$ cat src/rtl/fetch_ctrl_pkg.sv
// fetch_ctrl_pkg: shared fetch-controller defines (stall bus, stall bit indices, FSM states)
package fetch_ctrl_pkg;
  localparam int StallBus = 6;
  localparam logic Stop = 1'b1;
  localparam logic NoStop = 1'b0;
  localparam int stall_pc = 0;
  localparam int stall_ic = 1;
  typedef enum logic [2:0] {IDLE, REQ, WAIT, CANCEL, HOLD} state_t;
endpackage

$ cat src/rtl/fetch_ctrl.sv
// fetch_ctrl: single-outstanding instruction fetch FSM; ports: clk/rst, stall/flush/br_e pipeline control, pc_i/pc_valid fetch address, inst_req/inst_addr/inst_addr_ok/inst_data_ok/inst_rdata memory side, inst_o/pc_o/inst_valid_o/adel_o to IC stage, stallreq_if to pipeline controller
module fetch_ctrl
  import fetch_ctrl_pkg::*;
(
  input  logic                clk,
  input  logic                rst,
  input  logic [StallBus-1:0] stall,
  input  logic                flush,
  input  logic                br_e,
  input  logic [31:0]         pc_i,
  input  logic                pc_valid,
  output logic                inst_req,
  output logic [31:0]         inst_addr,
  input  logic                inst_addr_ok,
  input  logic                inst_data_ok,
  input  logic [31:0]         inst_rdata,
  output logic [31:0]         inst_o,
  output logic [31:0]         pc_o,
  output logic                inst_valid_o,
  output logic                adel_o,
  output logic                stallreq_if
);
  state_t state, state_n;
  logic kill, kill_q, kill_n, stop_ic, latch, buf_ld, fire, fire_adel;
  logic [31:0] addr_q, buf_q, fire_inst, fire_pc;
  logic unused;
  assign unused = &{1'b0, stall[StallBus-1:2]};
  assign kill = flush | br_e;
  assign stop_ic = stall[stall_ic] == Stop;
  assign inst_req = state == REQ;
  assign inst_addr = addr_q;
  assign stallreq_if = state inside {REQ, WAIT, CANCEL};
  always_comb begin
    state_n = state;
    kill_n = kill_q;
    latch = 1'b0;
    buf_ld = 1'b0;
    fire = 1'b0;
    fire_adel = 1'b0;
    fire_inst = '0;
    fire_pc = addr_q;
    case (state)
      IDLE: begin
        if (pc_valid && stall[stall_pc] == NoStop && !kill) begin
          latch = pc_i[1:0] == 2'b00;
          state_n = latch ? REQ : IDLE;
          fire = !latch;
          fire_adel = !latch;
          fire_pc = pc_i;
        end
      end
      REQ: begin
        kill_n = kill_q | kill;
        state_n = inst_addr_ok ? (kill_n ? CANCEL : WAIT) : REQ;
      end
      WAIT: begin
        state_n = inst_data_ok ? (!kill && stop_ic ? HOLD : IDLE) : (kill ? CANCEL : WAIT);
        fire = inst_data_ok && !kill && !stop_ic;
        buf_ld = inst_data_ok && !kill && stop_ic;
        fire_inst = inst_rdata;
      end
      CANCEL: begin
        state_n = inst_data_ok ? IDLE : CANCEL;
        kill_n = inst_data_ok ? 1'b0 : kill_q;
      end
      HOLD: begin
        state_n = kill || !stop_ic ? IDLE : HOLD;
        fire = !kill && !stop_ic;
        fire_inst = buf_q;
      end
      default: state_n = IDLE;
    endcase
  end
  always_ff @(posedge clk) begin
    if (rst) begin
      state <= IDLE;
      kill_q <= 1'b0;
      addr_q <= '0;
      buf_q <= '0;
      inst_o <= '0;
      pc_o <= '0;
      inst_valid_o <= 1'b0;
      adel_o <= 1'b0;
    end else begin
      state <= state_n;
      kill_q <= kill_n;
      inst_valid_o <= fire;
      adel_o <= fire_adel;
      if (latch) addr_q <= pc_i;
      if (buf_ld) buf_q <= inst_rdata;
      if (fire) begin
        inst_o <= fire_inst;
        pc_o <= fire_pc;
      end
    end
  end
endmodule
$ cat config.mk
export PLATFORM = sky130hd
export DESIGN_NAME = fetch_ctrl
export DESIGN_NICKNAME = d
export VERILOG_FILES = /design/src/rtl/fetch_ctrl_pkg.sv /design/src/rtl/fetch_ctrl.sv
export SDC_FILE = /design/constraint.sdc
export NUM_CORES = 1
export LEC_CHECK = 0
export CORE_MARGIN = 10
export CORE_UTILIZATION = 51
export CTS_BUF_LIST = sky130_fd_sc_hd__clkbuf_4 sky130_fd_sc_hd__clkbuf_8
export CTS_CLUSTER_DIAMETER = 30
export CTS_CLUSTER_SIZE = 28
export DETAILED_ROUTE_END_ITERATION = 6
export GPL_TIMING_DRIVEN = 0
export HOLD_SLACK_MARGIN = 0.05
export PLACE_DENSITY = 0.87
export SKIP_LAST_GASP = 1
export SLEW_MARGIN = 40
export SYNTH_ARGS = -nofsm -noshare
export SYNTH_HDL_FRONTEND = slang
export SYNTH_SLANG_ARGS = --single-unit
$ cat constraint.sdc
create_clock -name clk -period 2.5 [get_ports clk]
set_input_delay 0.5 -clock clk [delete_from_list [all_inputs] [get_ports clk]]
set_output_delay 0.5 -clock clk [all_outputs]
set_load 0.05 [all_outputs]
==> key figures, run 1 <==
CTS
  – Root buffer cell: clkbuf_8
  – Clock Latency Late Sink: 440 ps
  – Clock slew seen by the registers of the worst setup and hold paths: 80 ps
  – # clock sinks: 134
  – CTS tree: done
  – # H-tree levels: 4
  – Num CTS Buffers: 17
  – Worst-case clock buffer depth: 2

Yosys
  – Syn_area_per_cell: 8.240 sq um
  – Cell count after synthesis: 657
  – Post-synthesis sequential area ratio: 0.4955
  – Largest cells by area after synthesis: dfxtp_1, nand2_1, nor3_1
  – Netlist cell types: 31
  – Post-synthesis instance area: 5414 sq um
  – Yosys warns: 0
  – Top cell type's share of synthesized area: 0.4955
  – Biggest area consumer among synthesized cells: dfxtp_1
  – Number of synthesized register bits: approximately 130
  – Syn Nets: 734

Timing
  – Skew final: 11.50 ps
  – Max Fclk: 0.4375 GHz
  – Worst-Margin Slew: 601.7 ps
  – RSZ-0062 raised after global routing: false
  – Min cycle time layout: around 2300 ps
  – Final setup viols: 0
  – Fin. Hold Viols: 0
  – Final Worst Setup Slack: 214.4 ps
  – Post-Route Setup TNS: 0 ps
  – Slew Viols, Final: 0
  – Final worst path period share: 0.9142
  – Max transition margin: 0.5967

Detailed routing
  – Via count: 5828
  – DR pass1 iterations: 6
  – # DRC: 0
  – Initial DRC count: 762
  – Final ANT Viol Nets: 0
  – Per-cell routed wire length: 18.57 um
  – Vias per cell: 5.834
  – Post-Route WL: 18.55 mm

Power
  – Maximum vdd drop: 0.0003934 V
  – Power Density: 602.3 nW/um^2
  – P_leak: 2.513 nW
  – Pwr Total: between 0.004 and 0.005 W

Setup path
  – CP max FO: 10
  – Setup CP Type: reg2out
  – Reg2Reg Setup Slack: 310 ps
  – Critical Path RT: 2000 ps
  – Worst Path Arrival: 1790 ps
  – R2R Path Start: state[2]$_SDFFE_PP0P_
  – Worst r2r dst: pc_o[6]$_SDFFE_PP0P_
  – Register-to-Register Path Depth: 7
  – CP Launch Type: flop
  – Crit. End Element: output port

Placed design
  – Detailed placement HPWL: 13.81 mm
  – I/O Buffers: between 150 and 200
  – Placer Congestion: 0.8712
  – Pre-CTS setup slack: -392.6 ps

Global route
  – Overflow after GRT: 0
  – Vias in the first global route: between 5000 and 6000
  – Global-route wire length before repair: about 29 mm
  – Pin count of the biggest net entering global routing: 17
  – Gr usage total: 0.2385
  – Antenna violations before repair: 0

Die
  – Chip height: 123.0 um
  – # rows: 37
  – Core area: 10320 sq um
  – I/O Pins: 177
  – Full die area: 15140 sq um
  – Initial Util: 0.5244
  – Die extent in x: 123.0 um

Outcome
  – Status: finished, final reports clean

Cells and area
  – Final core occ: 0.7517
  – N_diodes: 0
  – Most frequent cells in the layout: clkdlybuf4s50_1, nand2_1, dfxtp_1
  – Final nets: 928
  – Leading cell type in the layout, fill and taps excluded: clkdlybuf4s50_1
  – Layout cells sized above 1: 0.07532
  – Area Growth Syn to Fin: 43.33%

Min path
  – Hold path depth: 2
  – Worst Hold Class: reg2reg
  – Hold Path Origin: buf_q[23]$_SDFFE_PP0P_
  – Hold EP: buf_q[23]$_SDFFE_PP0P_

Job
  – # Max-Cap Violations: 0
-- cells in the mapped netlist --
library cell    n
and3_1          3
o211ai_1        2
inv_1           3
nor3_2          1
nor4b_4         1
a22oi_1        32
a21oi_1        65
nand3_1        33
o2bb2ai_1       1
o21ai_0         3
o21bai_1        2
nand2_1       159
nor4bb_1        1
buf_2          21
nor2_1          8
nor4_1          1
nor3_1         67
buf_4           4
a311oi_1       32
nand2b_1        1
nor3b_2         3
or3_1           1
o21a_1          1
dfxtp_1       134
nand4_1         1
or2_1           1
o311a_1         1
a211oi_1       32
and2_1          1
clkbuf_1       41
and4_1          1
-- through the flow --
step           hold WS (ps)  instance area (sq um)  std cells
6_report              453.9                   7760        999
2_1_floorplan         432.3                   5414        657
3_5_place_dp          443.4                   7306        965
5_1_grt               476.6                   7760        999
3_3_place_gp          437.9                   7306        965
4_1_cts               455.8                   7741        996
-- repair_timing --
item,CTS,global route
hold buffers,0,0
setup buffers,0,3
pin swaps,0,1
gates resized for setup,2,2
endpoints found under the setup margin,2,62
cloned,0,0
hold endpoints to repair,0,0
-- final cells by class --
type	count	area [sq um]
flip-flops and latches	134	2683
fillers	756	2564
multi-input cells	454	2431
repair buffers	175	1738
plain buffers	66	289.0
clock buffers	18	241.5
clock inverters	13	196.4
well taps	136	170.2
inverters	3	11.26
-- routing by layer --
layer,part of all wire,GRT usage
met5,0,0
met1,0.39,0.2718
met3,0.098,0.07065
met2,0.49,0.4143
met4,0.024,0.08879
-- state kept, by name (all words and copies together), names as in the netlist --
register	count
kill_q	1
adel_o	1
state	3
pc_o	32
buf_q	32
inst_o	32
inst_valid_o	1
inst_addr	32
-- cells by family (layout without fill, tap and decap cells) --
logic type      count (synthesis)  in the layout  share of synthesized area
flops                         134            134                     0.4955
simple gates                  283            283                     0.2353
compound gates                171            171                     0.2138
buf+inv                        69            275                    0.05547
-- power breakdown --
group          total (W)  internal (W)  leakage (nW)  switching, W
sequential       0.00219       0.00217          1.08     0.0000237
combinational   0.000486      0.000207          1.21      0.000279
clock            0.00200       0.00111         0.220      0.000882
-- how the worst max path moves through the flow --
stage / start / depth (start not counted) / end
2_1_floorplan: state[1]$_SDFFE_PP0P_ / 3 / stallreq_if
6_report: state[0]$_SDFFE_PP0P_ / 4 / inst_req
4_1_cts: br_e / 7 / pc_o[6]$_SDFFE_PP0P_
3_3_place_gp: br_e / 7 / pc_o[14]$_SDFFE_PP0P_
5_1_grt: state[0]$_SDFFE_PP0P_ / 4 / inst_req
3_5_place_dp: br_e / 7 / inst_o[30]$_SDFFE_PP0P_
-- worst max-delay path, cell delays in order (launching register included) --
cell,delay [ps]
dfxtp_1,330
buf_2,220
nand2b_1,140
nor2_1,120
dlygate4sd2_1,540
Power figures use the tool's default switching activity.
==> run 2, diff against run 1 <==
Settings changed: MAX_ROUTING_LAYER set to met4, RECOVER_POWER set to 50.
==> run 2 against run 1 <==
Clock power barely moved. Cell count fell by 0.10%. Register-to-register slack barely moved. Via count rose by 1.2%. Die area did not move. Critical path depth rose by 3. Flip-flop and latch count did not move. Core utilization fell by 0.12 points. Worst hold slack improved by 1.4 ps. Worst setup slack got worse by 75 ps. Largest power group unchanged.
==> key figures, run 2 (synthesis gave the netlist of run 1 again) <==
Global route
  – Met2 Use GR: 0.4180
  – Global-route wire length before repair: 29.45 mm
  – Vias in the first global route: 5850
  – Overflow after GRT: 0
  – GR peak layer: met2
  – Met3 Use GR: 0.05834
  – Antenna violations before repair: 0
  – Pin count of the biggest net entering global routing: 17
  – Gr usage total: 0.2460
  – Global routing usage on met1: 0.2798

Placed design
  – Detailed placement HPWL: 14.06 mm
  – I/O Buffers: between 150 and 200
  – Placer Congestion: between 0.8 and 0.9
  – Pre-CTS setup slack: -385.9 ps
  – Post-DP Area: approximately 7300 sq um

Setup path
  – Crit. End Element: flop
  – Register-to-Register Path Depth: 7
  – Worst r2r dst: buf_q[22]$_SDFFE_PP0P_
  – CP max FO: 10
  – Reg2Reg Setup Slack: 300 ps
  – Critical Path RT: between 2000 and 3000 ps
  – CP Launch Type: input port
  – Setup CP Type: in2reg
  – Worst Path Arrival: 2680 ps
  – R2R Path Start: state[0]$_SDFFE_PP0P_

Timing
  – Min cycle time layout: 2361 ps
  – Fin. Hold Viols: 0
  – Max transition margin: 0.6189
  – Max Fclk: 0.4236 GHz
  – RSZ-0062 raised after global routing: false
  – Final worst path period share: 0.9442
  – Skew final: approximately 13 ps
  – Worst-Margin Slew: 569.9 ps
  – Final Worst Setup Slack: 139.4 ps
  – Post-Route Setup TNS: 0 ps
  – Final setup viols: 0
  – Slew Viols, Final: 0

Cells and area
  – N_diodes: 0
  – # fillers: 751
  – Most frequent cells in the layout: nand2_1, dfxtp_1, clkdlybuf4s50_1
  – Layout cells sized above 1: 0.07077
  – Area Growth Syn to Fin: 43.10%
  – Final Cell Area: around 7700 sq um
  – Final nets: 926
  – Final core occ: 0.7505
  – Leading cell type in the layout, fill and taps excluded: nand2_1

Min path
  – Hold Path Origin: buf_q[1]$_SDFFE_PP0P_
  – Worst Hold Class: reg2reg
  – Hold path depth: 2
  – Hold EP: buf_q[1]$_SDFFE_PP0P_

CTS
  – Root buffer cell: clkbuf_8
  – # H-tree levels: 4
  – Clock Latency Late Sink: 440 ps
  – Clock slew seen by the registers of the worst setup and hold paths: 80 ps
  – Num CTS Buffers: 17
  – CTS hold repair buffers: 0
  – Worst-case clock buffer depth: 2
  – CTS tree: done
  – # clock sinks: 134

Die
  – Full die area: 15140 sq um
  – # rows: 37
  – Core area: 10320 sq um
  – Chip height: 123.0 um
  – I/O Pins: 177
  – Die extent in x: 123.0 um
  – Initial Util: 0.5244

Power
  – P_leak: 2.746 nW
  – Pwr Total: approximately 0.0047 W
  – Maximum vdd drop: 0.0004091 V
  – Power Density: 602.9 nW/um^2

Detailed routing
  – Vias per cell: 5.911
  – DR pass1 iterations: 6
  – Initial DRC count: ~800
  – Per-cell routed wire length: 18.72 um
  – Via count: slightly below 6000
  – Post-Route WL: 18.68 mm
  – # DRC: 0
  – Final ANT Viol Nets: 0

Outcome
  – Status: finished, final reports clean

Job
  – # Max-Cap Violations: 0
## run 2: cell type report
| cell class | count | area (sq um) | area share |
|---|---|---|---|
| flip-flops and latches | 134 | 2683 | 0.3463 |
| multi-input cells | 454 | 2431 | 0.3138 |
| repair buffers | 173 | 1723 | 0.2224 |
| plain buffers | 66 | 285.3 | 0.03682 |
| clock buffers | 19 | 249.0 | 0.03214 |
| clock inverters | 13 | 195.2 | 0.02519 |
| well taps | 136 | 170.2 | 0.02196 |
| inverters | 3 | 11.26 | 0.001453 |
## run 2: critical path: stages
cell and delay, ps:
dlygate4sd3_1 630, nor4b_4 430, nor3b_2 260, buf_4 230, buf_2 250, nor3_1 80, a211oi_1 300
## run 2: how the worst max path moves through the flow
stage / startpoint / to
after detailed placement: br_e / inst_o[30]$_SDFFE_PP0P_
after global placement: br_e / pc_o[13]$_SDFFE_PP0P_
after global routing: flush / inst_o[30]$_SDFFE_PP0P_
after floorplan: state[1]$_SDFFE_PP0P_ / stallreq_if
after CTS: br_e / inst_o[30]$_SDFFE_PP0P_
final: flush / inst_o[30]$_SDFFE_PP0P_
## run 2: through the flow
stage          cells  hold slack (ps)
2_1_floorplan    657            432.3
3_3_place_gp     965            438.1
3_5_place_dp     965            445.1
4_1_cts          997            454.2
5_1_grt          998            481.3
6_report         998            455.3
## run 2: power breakdown
part / total [W] / internal (W) / switching (W)
Combinational: 0.000475 / 0.000194 / 0.000280
Clock: 0.00200 / 0.00113 / 0.000879
Sequential: 0.00219 / 0.00217 / 0.0000228
## run 2: timing repair
action                     in CTS  in global routing
hold endpoints to repair        0                  0
setup endpoints to repair       2                 62
pin swaps                       0                  1
resized for setup               2                  2
buffers inserted                0                  1
## run 2: metal layers
| metal | up-vias | part of all wire | wire, um |
|---|---|---|---|
| met3 | 41 | 0.099 | 1844 |
| met1 | 2740 | 0.39 | 7345 |
| met5 | - | 0 | 0 |
| met4 | 0 | 0.022 | 418 |
| li1 | 2747 | - | - |
| met2 | 371 | 0.49 | 9072 |
